[config.mk]
export PLATFORM = sky130hd
export DESIGN_NAME = if_id_skid_buf
export DESIGN_NICKNAME = d
export VERILOG_FILES = /design/src/rtl/if_id_skid_buf_pkg.sv /design/src/rtl/if_id_skid_buf.sv
export SDC_FILE = /design/constraint.sdc
export NUM_CORES = 1
export LEC_CHECK = 0
export CAP_MARGIN = 20
export CORE_MARGIN = 3
export CORE_UTILIZATION = 44
export DETAILED_ROUTE_END_ITERATION = 8
export GPL_TIMING_DRIVEN = 0
export PLACE_DENSITY_LB_ADDON = 0.05
export RECOVER_POWER = 25
export SYNTH_ARGS = -nofsm -noshare
export SYNTH_HDL_FRONTEND = slang
export SYNTH_SLANG_ARGS = --single-unit
[constraint.sdc]
create_clock -name clk_i -period 1.79 [get_ports clk_i]
set_input_delay 0.358 -clock clk_i [delete_from_list [all_inputs] [get_ports clk_i]]
set_output_delay 0.358 -clock clk_i [all_outputs]
set_load 0.01 [all_outputs]
[src/rtl/if_id_skid_buf_pkg.sv]
// Shared pipeline definitions for the IF/ID skid buffer: default payload
// width, default bubble instruction and the buffer state encoding.
package if_id_skid_buf_pkg;

  localparam int DATA_WIDTH_DEF = 32;

  localparam logic [DATA_WIDTH_DEF-1:0] NOP_INS_DEF = '0;

  typedef enum logic [1:0] {
    ST_EMPTY = 2'd0,
    ST_ONE   = 2'd1,
    ST_TWO   = 2'd2
  } buf_state_e;

  // Number of held entries for a given buffer state.
  function automatic logic [1:0] occupancy_of(input buf_state_e s);
    logic [1:0] occ;
    occ = 2'd0;
    case (s)
      ST_ONE:  occ = 2'd1;
      ST_TWO:  occ = 2'd2;
      default: occ = 2'd0;
    endcase
    return occ;
  endfunction

endpackage

[src/rtl/if_id_skid_buf.sv]
// IF/ID pipeline register built as a two-entry skid buffer. The main entry
// drives decode directly from flops; the skid entry absorbs one payload when
// decode stalls, so in_ready_o never depends on out_ready_i or keep_i.
//
// state    | meaning
// ---------+------------------------------------------------
// ST_EMPTY | nothing held, outputs show the bubble
// ST_ONE   | main entry valid, skid entry free
// ST_TWO   | main and skid valid, upstream back-pressured
module if_id_skid_buf
  import if_id_skid_buf_pkg::*;
#(
  parameter int                    DATA_WIDTH = DATA_WIDTH_DEF,
  parameter logic [DATA_WIDTH-1:0] NOP_INS    = DATA_WIDTH'(NOP_INS_DEF),
  parameter int                    CNT_W      = 16
) (
  input  logic                  clk_i,
  input  logic                  rst_i,
  input  logic                  in_valid_i,
  output logic                  in_ready_o,
  input  logic [DATA_WIDTH-1:0] addr_plus1_i,
  input  logic [DATA_WIDTH-1:0] ins_i,
  input  logic                  keep_i,
  input  logic                  flush_i,
  output logic                  out_valid_o,
  input  logic                  out_ready_i,
  output logic [DATA_WIDTH-1:0] addr_plus1_o,
  output logic [DATA_WIDTH-1:0] ins_o,
  output logic [1:0]            occupancy_o,
  output logic [CNT_W-1:0]      stall_cnt_o
);

  buf_state_e            state_q, state_d;
  logic [DATA_WIDTH-1:0] main_addr_q, main_addr_d;
  logic [DATA_WIDTH-1:0] main_ins_q, main_ins_d;
  logic [DATA_WIDTH-1:0] skid_addr_q, skid_addr_d;
  logic [DATA_WIDTH-1:0] skid_ins_q, skid_ins_d;
  logic [CNT_W-1:0]      stall_cnt_q, stall_cnt_d;

  logic push;
  logic pop;

  assign in_ready_o   = (state_q != ST_TWO);
  assign out_valid_o  = (state_q != ST_EMPTY);
  assign push         = in_valid_i & in_ready_o;
  assign pop          = out_valid_o & out_ready_i & ~keep_i;

  // The main entry is reset to the bubble whenever the buffer empties, so the
  // decode-facing outputs are straight register outputs.
  assign addr_plus1_o = main_addr_q;
  assign ins_o        = main_ins_q;
  assign occupancy_o  = occupancy_of(state_q);
  assign stall_cnt_o  = stall_cnt_q;

  // Next-state and entry movement; flush overrides every handshake.
  always_comb begin
    state_d     = state_q;
    main_addr_d = main_addr_q;
    main_ins_d  = main_ins_q;
    skid_addr_d = skid_addr_q;
    skid_ins_d  = skid_ins_q;

    if (flush_i) begin
      state_d     = ST_EMPTY;
      main_addr_d = '0;
      main_ins_d  = NOP_INS;
      skid_addr_d = '0;
      skid_ins_d  = '0;
    end else begin
      case (state_q)
        ST_EMPTY: begin
          if (push) begin
            state_d     = ST_ONE;
            main_addr_d = addr_plus1_i;
            main_ins_d  = ins_i;
          end
        end
        ST_ONE: begin
          if (push && pop) begin
            main_addr_d = addr_plus1_i;
            main_ins_d  = ins_i;
          end else if (push) begin
            state_d     = ST_TWO;
            skid_addr_d = addr_plus1_i;
            skid_ins_d  = ins_i;
          end else if (pop) begin
            state_d     = ST_EMPTY;
            main_addr_d = '0;
            main_ins_d  = NOP_INS;
          end
        end
        ST_TWO: begin
          if (pop) begin
            state_d     = ST_ONE;
            main_addr_d = skid_addr_q;
            main_ins_d  = skid_ins_q;
          end
        end
        default: begin
          state_d     = ST_EMPTY;
          main_addr_d = '0;
          main_ins_d  = NOP_INS;
        end
      endcase
    end
  end

  // Saturating count of cycles where decode holds a valid payload it does not
  // consume; survives flush so stall statistics span pipeline redirects.
  always_comb begin
    stall_cnt_d = stall_cnt_q;
    if (out_valid_o && !pop && (stall_cnt_q != '1)) begin
      stall_cnt_d = stall_cnt_q + {{(CNT_W-1){1'b0}}, 1'b1};
    end
  end

  // State and entry registers with synchronous reset.
  always_ff @(posedge clk_i) begin
    if (rst_i) begin
      state_q     <= ST_EMPTY;
      main_addr_q <= '0;
      main_ins_q  <= NOP_INS;
      skid_addr_q <= '0;
      skid_ins_q  <= '0;
      stall_cnt_q <= '0;
    end else begin
      state_q     <= state_d;
      main_addr_q <= main_addr_d;
      main_ins_q  <= main_ins_d;
      skid_addr_q <= skid_addr_d;
      skid_ins_q  <= skid_ins_d;
      stall_cnt_q <= stall_cnt_d;
    end
  end

endmodule
== After elaboration in Yosys (flattened, before gate mapping) ==
Cells that the tools add are included.
Storage, ports and cells
  register bits: 146
  bits of input ports: 70
  word-level logic and storage cells: 49
Operators by class
  reductions and logical operators: 10
  equality and inequality tests: 10
  multiplexer cells: 17
  add/subtract/negate cells: 1
  bitwise gates (word level): 5
Operators with widths (count)
  $mux 32: 8
  $pmux 32 s3: 2
  $add 16x1->16 const B: 1
  $ne 16x16->1 const B: 1
  $mux 2: 5
  $ne 3x3->1 const B: 3
  $ne 2x2->1 const B: 4
  $reduce_and 4->1: 2
  $pmux 2 s3: 1
  $pmux 2 s2: 1
  $and 1x1->1: 3
  $logic_and 1x1->1: 3
  $reduce_and 3->1: 1
  $eq 2x1->1 const B: 1
  $eq 2x2->1 const B: 1
  $logic_not 2->1: 1
  $not 1->1: 2
  $reduce_bool 2->1: 1
  $reduce_or 2->1: 1
  $logic_not 1->1: 1

== Longest topological paths before layout ==
  depth after elaboration: 7
  mapped depth: 7
  depth with buffers taken out: 5

== Worst setup path after synthesis ==
Ideal clock, no wire load.
  path kind: in2reg
  start: input out_ready_i
  end: register stall_cnt_q[9], in the netlist stall_cnt_o[9]
  path slack: 0.087 ns
  data arrival time: 1.633 ns
  cell stages on the path: 6
  cell sequence: nor2b_4 > buf_6 > or3_1 > buf_2 > or4_1 > a21oi_1
Between the ends
  cells in the longest elaborated chain, start to end: 5
RTL lines
  start, declared: line if_id_skid_buf.sv:26  | input logic out_ready_i,
  $and 1x1->1 (2 in a row): line if_id_skid_buf.sv:46  | assign pop = out_valid_o & out_ready_i & ~keep_i;
  $logic_not 1->1: line if_id_skid_buf.sv:112  | if (out_valid_o && !pop && (stall_cnt_q != '1)) begin
  $logic_and 1x1->1 (2 in a row): line if_id_skid_buf.sv:112
  end signal, assigned: line if_id_skid_buf.sv:132  | stall_cnt_q <= stall_cnt_d;
  end, declared: line if_id_skid_buf.sv:38  | logic [CNT_W-1:0] stall_cnt_q, stall_cnt_d;
No other way between the ends.
A chain may end at the register's enable or synchronous reset.

== Worst setup path after layout ==
  start: register stall_cnt_q[2], in the netlist stall_cnt_o[2]
  end: output stall_cnt_o[2]
RTL lines
  end, declared: line if_id_skid_buf.sv:30  | output logic [CNT_W-1:0] stall_cnt_o
No word-level cell between the ends.

==> results.toml <==
[status]
status = "finished, final reports clean"

[global_route]
antenna_found_initial = 2
grt_pass1_vias = 5717
grt_overflow = 0
grtUsageTotal_pct = 23.6
grt_first_pass_wirelength_mm = 28.4
grt_max_degree = 17

[clock_tree]
clock_path_buffers = 2
cts_made_buffers = 17
clock_latency_ps = 430
clockRootBuffer = "clkbuf_16"
cts_tree = "done"
clk_pin_slew_ps = 60
cts_max_level = 4
hold_buffers = 0
clock-sinks = 146

[cells_and_area]
fill_cells = 1110
drive_gt1_share_pct = 14.4
area_delta_synth_final_pct = 44.6
fin_nets = 944
fin_util_pct = 65.7

[power]
combPwrFrac_pct = 9.6
clockPowerShare_pct = 50.0
internal_power_mw = 6.54
power_density_mw_per_mm2 = 954
swShare_pct = 21.8
p_sw_mw = 1.82
leakage_nw = 3.20
ir_worst_vdd_mv = 0.611
finalPower_mw = 8.36
p_seq_share_pct = 40.4

[timing]
post-route-min-period_ps = 1740
setup-tns-final_ps = 0
clock_skew_ps = 8.19
max_freq_mhz = 573
fin_ws_ps = 46.0
setup_viol = 0
finalMaxSlewViolations = 0
final-hold-violation-count = 0
whs_ps = 132
tightest_slew_ps = 504
relSlewSlack_pct = 66.4
fin_crit_sh_pct = 97.4

[detailed_routing]
wl_mm = 17.6
wl_per_cell_um = 16.6
ant_nets = 0
route.detailed.drc = 0
vias = 6009
drt_iter0_markers = 420
drtPass1Iterations = 5
vias_per_cell = 5.65

[synth]
synth_nets = 769
synthArstFlopShare_pct = 0
synth_xor_area_share_pct = 0
synth_area_leaders = "dfxtp_1 (48%), a221o_1 (11%), nand2_1 (8.4%)"
synth_compound_area_share_pct = 27.8
synth_flop_cell = "dfxtp_1"
yosysMostFrequentCell = "dfxtp_1"
synth_fa_ha_area_share_pct = 0.206
yosys_warnings = 0
synth_top_family_by_area = "compound AO/OA/AOI/OAI gates"
synth_common_cells = "dfxtp_1 (146), nand2_1 (136), a21oi_1 (74)"
synth.avg_cell_area_sq_um = 8.68
synthCells = 698
netlist_area_sq_mm = 0.00606
synth-simple-area-share_pct = 18.5
yosysSeqAreaShare_pct = 48.2
synthMuxAreaShare_pct = 0
ys_types = 46
synth_top_area_share_pct = 48.2
synth_edf_count = 0
synth.ff_latch_count = 146
yosys.area.top_type = "dfxtp_1"

[min_path]
hold_path.class = "in2reg"
holdPathStages = 2

[critical_path]
crit_arrival_ps = 1390
worst-setup-path-type = "reg2out"
cp.required_ps = 1430
reg2reg_depth = 4
cp_max_fo = 8
cp_num_buf_inv = 1
slowest_delay_ps = 560
crit_chain = "clkdlybuf4s50_1"
end_kind = "output pin"
cp_top_family = "buffers and inverters"
cpMaxStageDelayCell = "clkdlybuf4s50_1"
cp_num_cells = 1
startpoint_type = "flip-flop"

[place]
dp_hpwl_mm = 12.2
io_buffers = 152
place_ws_ps = -816
gp_congestion = 0.809

[die]
start_util_pct = 45.4
design.core.area_sq_mm = 0.0133
row_count = 42
fp.dieW_um = 123
die-area_sq_mm = 0.0152
die_height_um = 123
io_pins = 154

[run]
drv_cap = 0
[layer usage]
layer / part of all wire, % / global-route usage, % / routed length [um]
met5: 0 / 0 / 0
met4: 1.1 / 6.99 / 195
met3: 6.3 / 5.86 / 1120
met2: 48 / 37.9 / 8470
met1: 44 / 31.4 / 7840
[power by group through the flow]
stage	registers (mW)	logic (mW)	clock network [mW]
floorplan	3.47	0.307	0
global placement	3.44	0.749	0
detailed placement	3.45	0.762	0
CTS	3.38	0.782	4.24
global route	3.38	0.871	4.38
finish	3.38	0.803	4.18
[sequential cells by signal, indices dropped and copies added, names as in the netlist]
signal	cells
skid_ins_q	32
stall_cnt_o	16
addr_plus1_o	32
ins_o	32
skid_addr_q	32
state_q	2
[cell families after synthesis]
group	after synthesis
adders and majority gates	1
and+or+nand+nor	253
DFF	146
buffers and inverters	69
AOI/OAI and AO/OA	229
[layout make-up]
type | count | area (sq um) | share of cell area, %
sequential | 146 | 2940 | 33.5
multi-input combinational | 483 | 2920 | 33.3
timing repair buffer | 158 | 1580 | 18.0
clock buffer | 18 | 439 | 5.01
buffer | 59 | 378 | 4.31
clock inverter | 14 | 258 | 2.94
tap | 176 | 220 | 2.51
inverter | 8 | 30.0 | 0.343
antenna | 2 | 5.00 | 0.0571
[worst paths after layout]
kind                                start                            to  slack, ps
max           stall_cnt_o[2]$_SDFFE_PP0P_                stall_cnt_o[2]         50
min                                 rst_i   stall_cnt_o[8]$_SDFFE_PP0P_        130
max reg2reg   stall_cnt_o[2]$_SDFFE_PP0P_   stall_cnt_o[9]$_SDFFE_PP0P_         80
min reg2reg  skid_addr_q[20]$_SDFFE_PP0P_  skid_addr_q[20]$_SDFFE_PP0P_        450
[through the flow]
step / std cells / instance area (sq um)
floorplan: 698 / 6060
global placement: 1026 / 7800
detailed placement: 1026 / 7800
CTS: 1059 / 8590
global route: 1064 / 8760
finish: 1064 / 8760
[timing repair]
action                                  in CTS  in global routing
endpoints found under the setup margin     142                136
resized for setup                           50                 65
pin swaps                                    2                  3
setup buffers                                3                  3
[cell usage in the layout, fill, tap and decap left out, types with 3 or more instances in the layout]
cell type and n:
o21ai_0 5, buf_4 10, clkbuf_4 3, clkbuf_1 7, buf_6 10, nand2_1 136
dlymetal6s2s_1 3, a22oi_1 58, dlygate4sd2_1 6, buf_2 11, a211oi_1 3, dfxtp_1 134
a221o_1 64, and3_1 3, clkinv_2 3, bufinv_16 7, and4_1 3, clkbuf_2 22
o31ai_1 5, nand4_1 5, dlygate4sd3_1 19, clkbuf_16 17, dfxtp_2 12, clkdlybuf4s50_1 123
inv_1 7, a31oi_1 4, a22oi_2 6, nor2_4 3, a21oi_1 74, nor3_1 5
nor2_1 64, or4_1 6, nand3_1 4
Note: power is estimated with default switching activity, not from simulation.
